[src/rtl/csum_pkg.sv]
// Shared helpers for the 16-bit ones'-complement stream checksum engine.
package csum_pkg;

    function automatic int unsigned csum_bytes(input int unsigned data_w);
        return data_w / 8;
    endfunction

    // Per-beat lane sum plus the seed never exceeds (DATA_W/16 + 1) * 0xFFFF.
    function automatic int unsigned csum_sum_w(input int unsigned data_w);
        return 16 + $clog2(data_w / 16) + 1;
    endfunction

    // End-around carry reduction to 16 bits; two passes are always enough.
    function automatic logic [15:0] fold16(input logic [31:0] x);
        logic [16:0] s;
        s = {1'b0, x[15:0]} + {1'b0, x[31:16]};
        s = {1'b0, s[15:0]} + {16'b0, s[16]};
        return s[15:0];
    endfunction

    function automatic logic [15:0] lane_place(input logic [7:0] b, input logic odd);
        return odd ? {8'h00, b} : {b, 8'h00};
    endfunction

endpackage

[src/rtl/csum16_stream_engine_lane_adder.sv]
// Combinational mask, word placement and reduction of one tapped beat.
module csum_lane_adder
    import csum_pkg::*;
#(
    parameter int unsigned DATA_W  = 64,
    parameter int unsigned START_W = 16,
    parameter int unsigned SUM_W   = 19,
    parameter int unsigned CNT_W   = 4
) (
    input  logic [DATA_W-1:0]   data,
    input  logic [DATA_W/8-1:0] keep,
    input  logic [START_W-1:0]  beat_cnt,
    input  logic [START_W-1:0]  start,
    output logic [SUM_W-1:0]    sum,
    output logic [CNT_W-1:0]    cnt
);
    localparam int unsigned BYTES = csum_bytes(DATA_W);
    localparam int unsigned POS_W = START_W + $clog2(BYTES) + 1;

    logic [BYTES-1:0] en;
    logic [15:0]      placed [BYTES];

    for (genvar i = 0; i < BYTES; i++) begin : g_lane
        logic [POS_W-1:0] pos;
        assign pos       = POS_W'(beat_cnt) * POS_W'(BYTES) + POS_W'(i);
        assign en[i]     = keep[i] && (pos >= POS_W'(start));
        // Beats are an even byte count wide, so word parity is lane parity xor start parity.
        assign placed[i] = en[i] ? lane_place(data[8*i +: 8], 1'(i % 2) ^ start[0]) : 16'h0000;
    end

    always_comb begin
        sum = '0;
        cnt = '0;
        for (int i = 0; i < BYTES; i++) begin
            sum = sum + SUM_W'(placed[i]);
            cnt = cnt + CNT_W'(en[i]);
        end
    end

endmodule

[src/rtl/csum16_stream_engine.sv]
// Passive AXI-Stream tap computing an RFC 1071 checksum from a per-packet byte offset,
// with a 3-cycle pipeline and a held valid/ready result port.
module csum16_stream_engine
    import csum_pkg::*;
#(
    parameter int unsigned DATA_W       = 64,
    parameter int unsigned START_W      = 16,
    parameter int unsigned LEN_W        = 16,
    parameter bit          ZERO_TO_FFFF = 1'b0
) (
    input  logic                clk,
    input  logic                areset,
    input  logic                s_valid,
    input  logic                s_ready,
    input  logic [DATA_W-1:0]   s_data,
    input  logic [DATA_W/8-1:0] s_keep,
    input  logic                s_last,
    input  logic [START_W-1:0]  cfg_start,
    input  logic [15:0]         cfg_seed,
    output logic                csum_valid,
    input  logic                csum_ready,
    output logic [15:0]         csum_data,
    output logic [LEN_W-1:0]    csum_len,
    output logic                err_overrun
);
    localparam int unsigned BYTES  = csum_bytes(DATA_W);
    localparam int unsigned SUM_W  = csum_sum_w(DATA_W);
    localparam int unsigned CNT_W  = $clog2(BYTES + 1);
    localparam int unsigned ACC_W  = 17;
    localparam int unsigned ACCX_W = SUM_W + 1;
    localparam int unsigned LENX_W = LEN_W + 1;

    logic beat;
    assign beat = s_valid && s_ready;

    // Packet tracking
    logic               sop_q;
    logic [START_W-1:0] start_q, beat_cnt_q;
    logic [START_W-1:0] cur_start, cur_beat;

    assign cur_start = sop_q ? cfg_start : start_q;
    assign cur_beat  = sop_q ? '0 : beat_cnt_q;

    logic [SUM_W-1:0] lane_sum, seed_add, s1_sum_d;
    logic [CNT_W-1:0] lane_cnt;

    csum_lane_adder #(
        .DATA_W  (DATA_W),
        .START_W (START_W),
        .SUM_W   (SUM_W),
        .CNT_W   (CNT_W)
    ) u_lane_adder (
        .data     (s_data),
        .keep     (s_keep),
        .beat_cnt (cur_beat),
        .start    (cur_start),
        .sum      (lane_sum),
        .cnt      (lane_cnt)
    );

    assign seed_add = sop_q ? SUM_W'(cfg_seed) : '0;
    assign s1_sum_d = lane_sum + seed_add;

    // Stage 1: per-beat sum token tagged with start/last markers
    logic             s1_valid_q, s1_sop_q, s1_last_q;
    logic [SUM_W-1:0] s1_sum_q;
    logic [CNT_W-1:0] s1_cnt_q;

    always_ff @(posedge clk) begin
        if (areset) begin
            sop_q      <= 1'b1;
            start_q    <= '0;
            beat_cnt_q <= '0;
            s1_valid_q <= 1'b0;
            s1_sop_q   <= 1'b0;
            s1_last_q  <= 1'b0;
            s1_sum_q   <= '0;
            s1_cnt_q   <= '0;
        end else begin
            s1_valid_q <= beat;
            if (beat) begin
                sop_q      <= s_last;
                start_q    <= cur_start;
                beat_cnt_q <= (&cur_beat) ? cur_beat : cur_beat + START_W'(1);
                s1_sop_q   <= sop_q;
                s1_last_q  <= s_last;
                s1_sum_q   <= s1_sum_d;
                s1_cnt_q   <= lane_cnt;
            end
        end
    end

    // Stage 2: accumulate with a single end-around carry pass
    logic [ACC_W-1:0]  acc_q, acc_base, acc_d;
    logic [ACCX_W-1:0] acc_x;
    logic [LEN_W-1:0]  len_q, len_base, len_d;
    logic [LENX_W-1:0] len_x;
    logic              s2_last_q;

    assign acc_base = s1_sop_q ? '0 : acc_q;
    assign acc_x    = ACCX_W'(acc_base) + ACCX_W'(s1_sum_q);
    assign acc_d    = ACC_W'(acc_x[15:0]) + ACC_W'(acc_x[ACCX_W-1:16]);

    assign len_base = s1_sop_q ? '0 : len_q;
    assign len_x    = LENX_W'(len_base) + LENX_W'(s1_cnt_q);
    assign len_d    = len_x[LEN_W] ? '1 : len_x[LEN_W-1:0];

    always_ff @(posedge clk) begin
        if (areset) begin
            acc_q     <= '0;
            len_q     <= '0;
            s2_last_q <= 1'b0;
        end else begin
            s2_last_q <= s1_valid_q && s1_last_q;
            if (s1_valid_q) begin
                acc_q <= acc_d;
                len_q <= len_d;
            end
        end
    end

    // Final fold and result register
    logic [15:0] fold_r, res_inv, res_out;

    assign fold_r  = fold16(32'(acc_q));
    assign res_inv = ~fold_r;
    assign res_out = (ZERO_TO_FFFF && (res_inv == 16'h0000)) ? 16'hFFFF : res_inv;

    logic             csum_valid_q, err_overrun_q;
    logic [15:0]      csum_data_q;
    logic [LEN_W-1:0] csum_len_q;

    always_ff @(posedge clk) begin
        if (areset) begin
            csum_valid_q  <= 1'b0;
            csum_data_q   <= '0;
            csum_len_q    <= '0;
            err_overrun_q <= 1'b0;
        end else begin
            err_overrun_q <= s2_last_q && csum_valid_q && !csum_ready;
            if (s2_last_q && (!csum_valid_q || csum_ready)) begin
                csum_valid_q <= 1'b1;
                csum_data_q  <= res_out;
                csum_len_q   <= len_q;
            end else if (!s2_last_q && csum_valid_q && csum_ready) begin
                csum_valid_q <= 1'b0;
            end
        end
    end

    assign csum_valid  = csum_valid_q;
    assign csum_data   = csum_data_q;
    assign csum_len    = csum_len_q;
    assign err_overrun = err_overrun_q;

endmodule

[config.mk]
export PLATFORM = sky130hd
export DESIGN_NAME = csum16_stream_engine
export DESIGN_NICKNAME = d
export VERILOG_FILES = /design/src/rtl/csum_pkg.sv /design/src/rtl/csum16_stream_engine_lane_adder.sv /design/src/rtl/csum16_stream_engine.sv
export SDC_FILE = /design/constraint.sdc
export NUM_CORES = 1
export LEC_CHECK = 0
export BUFFER_PORTS_ARGS = -buffer_cell sky130_fd_sc_hd__buf_2
export CAP_MARGIN = 20
export CORE_AREA = 2 2 162 164
export DETAILED_ROUTE_END_ITERATION = 10
export DIE_AREA = 0 0 164 166
export GPL_ROUTABILITY_DRIVEN = 0
export PLACE_DENSITY = 0.72
export SYNTH_ARGS = -nofsm -noshare
export SYNTH_HDL_FRONTEND = slang
export SYNTH_SLANG_ARGS = --single-unit
export TNS_END_PERCENT = 100
[constraint.sdc]
create_clock -name clk -period 8.35 [get_ports clk]
set_input_delay 0.4175 -clock clk [delete_from_list [all_inputs] [get_ports clk]]
set_output_delay 0.4175 -clock clk [all_outputs]
set_load 0.03 [all_outputs]
== After elaboration in Yosys (flattened, before gate mapping) ==
Index checks and enable logic that the tools add are counted.
W data, S select, Z words.
Storage, ports and cells
  input port bits: 110
  output and inout bits: 34
  register bits after elaboration: 127
  logic and storage cells: 98
Cells by class
  bitwise operators: 1
  order comparisons: 8
  muxes and demuxes: 25
  reduce and logical (&&, ||, !) cells: 21
  $add $sub $neg: 28
Operators with widths (count)
  $mux W16: 22
  $ge A20 B16 Y1: 7
  $add A19 B16 Y19: 7
  $add A19 B3 Y20 const B: 4
  $add A19 B2 Y20 const B: 2
  $add A16 B4 Y17: 2
  $add A4 B1 Y4: 6
  $add A17 B19 Y20: 1
  $add A19 B1 Y20 const B: 1
  $ge A19 B16 Y1: 1
  $add A16 B1 Y17: 1
  $add A16 B16 Y17: 1
  $mux W17: 1
  $add A16 B1 Y16: 1
  $add A16 B1 Y16 const B: 1
  $not A16 Y16: 1
  $reduce_and A16 Y1: 1
  $logic_and A1 B1 Y1: 15
  $logic_not A1 Y1: 3
  $add A1 B1 Y2: 1
  $mux W1: 2
  $reduce_bool A2 Y1: 1
  $logic_or A1 B1 Y1: 1

== Longest topological paths before layout ==
  depth in word-level cells: 13
  gate-level depth with buffers: 38
  depth with buffers taken out: 35

== Modules after synthesis ==
From an unflattened synthesis, not the netlist that was laid out.
Second synthesis, totals
  cells, all modules: 1644
  area total of the unflattened synthesis: 13091.3 um^2
Modules (own cells, without submodules)
  csum16_stream_engine: area an instance 8280.4 um^2, sequential area each 2542.4 um^2, cells an instance 1079, instances 1
  csum_lane_adder: area an instance 4810.9 um^2, sequential area each 0.0 um^2, cells an instance 565, instances 1

== Worst setup path after synthesis ==
No wires, ideal clock.
  kind: flip-flop to flip-flop
  start point: register sop_q
  end point: register s1_sum_q[17]
  cell stages (with the launch flop): 35
  setup slack: -0.200 ns
  arrival: 8.463 ns
  required time: 8.263 ns
  setup time: 0.087 ns
  clock period less this slack: 8.550 ns
  buffers on the path: 3
  cell sequence: dfxtp_1 -> buf_2 -> buf_1 -> clkbuf_1 -> mux2i_1 -> ha_1 -> a21o_1 -> a21o_1 -> a211oi_1 -> o21ai_0 -> o31a_1 -> and3_1 -> ha_1 -> inv_1 -> fa_1 -> nor2b_1 -> o21a_1 -> o21ai_0 -> a21oi_1 -> a41o_1 -> o41ai_1 -> o21ai_0 -> xor2_1 -> fa_1 -> inv_1 -> fa_1 -> fa_1 -> fa_1 -> inv_1 -> ha_1 -> and3_1 -> a211oi_1 -> a21oi_1 -> xnor2_1 -> o31ai_1
Between the ends
  word-level cells in the longest chain between the ends: 13
  elaborated cells on any way between the ends: 50
  those cells by class: 15 x add/sub; 8 x order compare; 19 x mux; 8 x reduce/logical
Ends and longest elaborated chain
  start: declaration: RTL line csum16_stream_engine.sv:37  | logic sop_q;
  start signal: assignment: RTL line csum16_stream_engine.sv:82  | sop_q <= s_last;
  $mux W16: RTL line csum16_stream_engine.sv:42  | assign cur_beat = sop_q ? '0 : beat_cnt_q;
  $add A19 B1 Y20: RTL line csum16_stream_engine_lane_adder.sv:25  | assign pos = POS_W'(beat_cnt) * POS_W'(BYTES) + POS_W'(i);
  $ge A20 B16 Y1: RTL line csum16_stream_engine_lane_adder.sv:26  | assign en[i] = keep[i] && (pos >= POS_W'(start));
  $logic_and A1 B1 Y1: RTL line csum16_stream_engine_lane_adder.sv:26
  $mux W16: RTL line csum16_stream_engine_lane_adder.sv:28  | assign placed[i] = en[i] ? lane_place(data[8*i +: 8], 1'(i % 2) ^ start[0]) : 16'h0000;
  $add A16 B16 Y17: RTL line csum16_stream_engine_lane_adder.sv:35  | sum = sum + SUM_W'(placed[i]);
  $add A19 B16 Y19 (6 in series): RTL line csum16_stream_engine_lane_adder.sv:35
  $add A19 B16 Y19 *: RTL line csum16_stream_engine.sv:62  | assign s1_sum_d = lane_sum + seed_add;
  end signal: assignment: RTL line csum16_stream_engine.sv:87  | s1_sum_q <= s1_sum_d;
  end: declaration: RTL line csum16_stream_engine.sv:66  | logic [SUM_W-1:0] s1_sum_q;
Every way passes the cells marked *; elsewhere a longest branch is shown, timed or not.
A chain may end at the register's enable or synchronous reset.

== Worst setup path in the final report ==
  start point: register sop_q
  end point: register s1_sum_q[15]
The elaborated chain is that of the path after synthesis.

==> results.yml <==
sta:
  final.setup.worst_slack_ns: 0.2517
  tightest_slew_ns: 1.031
  fin_skew_ns: 0.01858
  fin_setup_tns_ns: 0
  drv_slew: 0
  hold_violations: 0
  finalCritPeriodShare_pct: 96.99
  max_freq_mhz: 123.5
  post-route-min-period_ns: 8.098
  relSlewSlack_pct: 31.13
  finalSetupViolations: 0
final_layout:
  antenna_cells: 0
  area_growth_pct: 14.85
  stdcell_area_um2: 14460
  area.sequential_um2: 2546
  final_layout_size_suffix_gt1_share_pct: 16.80
  mostFrequentLayoutCells: "nand2_1 (200), nor2_1 (164), inv_1 (146)"
  fin_nets: 2007
  n_fill_cell: 2331
  layout_commonest_cell: "nand2_1"
  multiInputGateArea_um2: 9326
synthesis:
  synthSimpleGateAreaFrac_pct: 24.51
  synth_xor_area_share_pct: 5.198
  synth_compound_area_share_pct: 16.64
  synth.avg_cell_area_um2: 7.923
  async_flop_share_pct: 0
  syn_inst: 1589
  ys_seq_elements: 127
  synth_top_family_by_area: "simple AND/OR/NAND/NOR gates"
  ys.flop_type: "dfxtp_1"
  synth_edf_count: 0
  muxShareOfSynthArea_pct: 2.107
  synthAdderAreaFrac_pct: 24.51
  syn-cell-area_um2: 12590
  ys_seq_area_share_pct: 20.19
  synth_fp_nets: 1883
  synth_cell_types: 80
  yosys_warnings: 0
cts:
  cts_root_buf: "clkbuf_16"
  cts_htree_levels: 4
  clock-sinks: 127
  cts_hold_buffers: 0
  insertion_delay_ns: 0.42
  cts_tree: "yes"
  cts_buffers: 17
  clk_pin_slew_ns: 0.07
  clk_path_buf_depth: 2
route:
  num_vias: 11540
  drtAntennaViolNets: 0
  first_pass_iters: 5
  drt_iter0_markers: 674
  wl_per_cell_um: 15.97
  wirelength_um: 32920
  via_per_inst: 5.599
  drc_errors: 0
grt:
  overflow: 0
  grt_pass1_wl_um: 53340
  grt_pass1_vias: 11210
  antenna_found_initial: 0
  grt.total_usage_pct: 23.77
  grt_max_degree: 88
floorplan:
  core_area_um2: 25620
  design.die.area_um2: 27220
  rows: 59
  die_h_um: 166
  die_width_um: 164
  initial_core_util_pct: 49.15
  ioPinCount: 144
status:
  outcome: "finished clean"
critical_path:
  cp_max_fo: 13
  end_kind: "flop"
  reg2reg_depth: 33
  path_class: "reg -> reg"
  r2r-start: "sop_q"
  crit_required_ns: 8.68
  cp-startpoint: "sop_q"
  reg2reg_setup_slack_ns: 0.25
  cp_slowest_cell: "fa_2"
  start_kind: "flop"
  worstSetupEndpoint: "s1_sum_q[15]"
  arrival_ns: 8.43
  reg2reg_to: "s1_sum_q[15]"
  slowest_delay_ns: 0.57
flow_run:
  cap_violations: 0
placed_design:
  numPortBuffers: 143
  dp_worst_setup_slack_ns: 0.04121
  dpl.hpwl_um: 25190
  dpl_cell_area_um2: 13630
power:
  ir_drop_mv: 0.1038
  p_leak_uw: 0.006632
  cellPowerDensity_nw_per_um2: 112.9
hold_path:
  hold_path.class: "in -> reg"
critical path, delay by kind of cell (launching register included):
| kind | cells | cell delay [ns] |
|---|---|---|
| compound gates | 12 | 2.39 |
| flops | 1 | 0.38 |
| mux | 1 | 0.24 |
| simple gates | 5 | 0.99 |
| xor+xnor | 2 | 0.21 |
| buf+inv | 5 | 0.56 |
| fa+ha+maj | 8 | 3.25 |
area by class of cell:
type                            count  area share [%]
Clock buffer                       17           2.942
Clock inverter                     15           1.151
Inverter                          146           3.790
Multi-Input combinational cell   1239           64.50
Sequential cell                   127           17.61
Tap cell                          335           2.899
Timing Repair Buffer              182           7.105
Yosys cell counts, drive strengths merged, types with 6 or more instances:
| master | count | share of area [%] |
|---|---|---|
| dfxtp | 127 | 20 |
| o211ai | 10 | 0.68 |
| clkbuf | 55 | 1.6 |
| nand4 | 16 | 0.80 |
| nand2 | 201 | 6.0 |
| o21ai | 46 | 1.9 |
| a31oi | 6 | 0.30 |
| nor2 | 166 | 5.0 |
| nand3b | 6 | 0.36 |
| nand3 | 39 | 1.6 |
| and2 | 21 | 1.0 |
| a2111oi | 6 | 0.67 |
| or3 | 10 | 0.50 |
| o21a | 20 | 1.2 |
| mux2i | 22 | 1.7 |
| ha | 81 | 8.1 |
| or2 | 10 | 0.50 |
| buf | 24 | 0.85 |
| nor3 | 32 | 1.3 |
| a21o | 19 | 1.1 |
| nor2b | 41 | 2.1 |
| o31ai | 7 | 0.46 |
| a211oi | 31 | 1.9 |
| xnor2 | 56 | 4.0 |
| xor2 | 17 | 1.2 |
| nand2b | 9 | 0.45 |
| inv | 146 | 4.4 |
| and3 | 75 | 3.7 |
| a21oi | 117 | 4.7 |
| fa | 103 | 16 |
cells by family (layout without fill, tap and decap cells):
logic type / count (synthesis) / after routing
flip-flops: 127 / 127
adder cells (fa/ha/maj): 185 / 185
AO/OA/AOI/OAI: 312 / 314
AND/OR/NAND/NOR: 641 / 641
multiplexers: 26 / 26
XOR/XNOR: 73 / 73
buffers and inverters: 225 / 360
state kept, by name, indices dropped and copies added, names as in the netlist:
signal / cells
s1_sum_q: 19
err_overrun: 1
acc_q: 17
s2_last_q: 1
csum_len: 16
csum_data: 16
s1_cnt_q: 4
csum_valid: 1
s1_valid_q: 1
len_q: 16
beat_cnt_q: 16
s1_sop_q: 1
s1_last_q: 1
sop_q: 1
start_q: 16
worst min path at each step:
stage | to | slack [ns] | start | cells after the start
finish | start_q[7] | 0.24 | cfg_start[7] | 3
global route | start_q[10] | 0.23 | cfg_start[10] | 3
CTS | start_q[8] | 0.23 | cfg_start[8] | 3
detailed placement | csum_data[9] | 0.44 | csum_data[9] | 2
global placement | csum_data[8] | 0.44 | csum_data[8] | 2
floorplan | s1_last_q | 0.43 | s1_last_q | 2
where the power goes:
group	internal, uW	switching (uW)
clock	425	323
sequential	621	16.4
combinational	98.6	148
total	1150	488
what timing repair did:
action / 4_1_cts / 5_1_grt
endpoints found under the setup margin: 0 / 8
resized for setup: 0 / 39
buffers inserted: 0 / 12
routing by layer:
metal,track usage [%],vias to the layer above,wire length [um]
li1,-,5643,-
met1,31.03,5456,14240
met2,40.14,370,15830
met3,3.846,70,1920
met4,7.551,0,933
met5,0,-,0
through the flow:
stage | hold WS (ns) | std cells | util, % | total power [uW]
final | 0.2374 | 2061 | 56.45 | 1633
after global routing | 0.2339 | 2061 | 56.45 | 1701
after CTS | 0.2328 | 2047 | 55.53 | 1634
after detailed placement | 0.4436 | 2015 | 53.22 | 890.1
after global placement | 0.4420 | 2015 | 53.22 | 883.9
after floorplan | 0.4321 | 1589 | - | 811.0
Note: power is estimated with default switching activity, not from simulation.
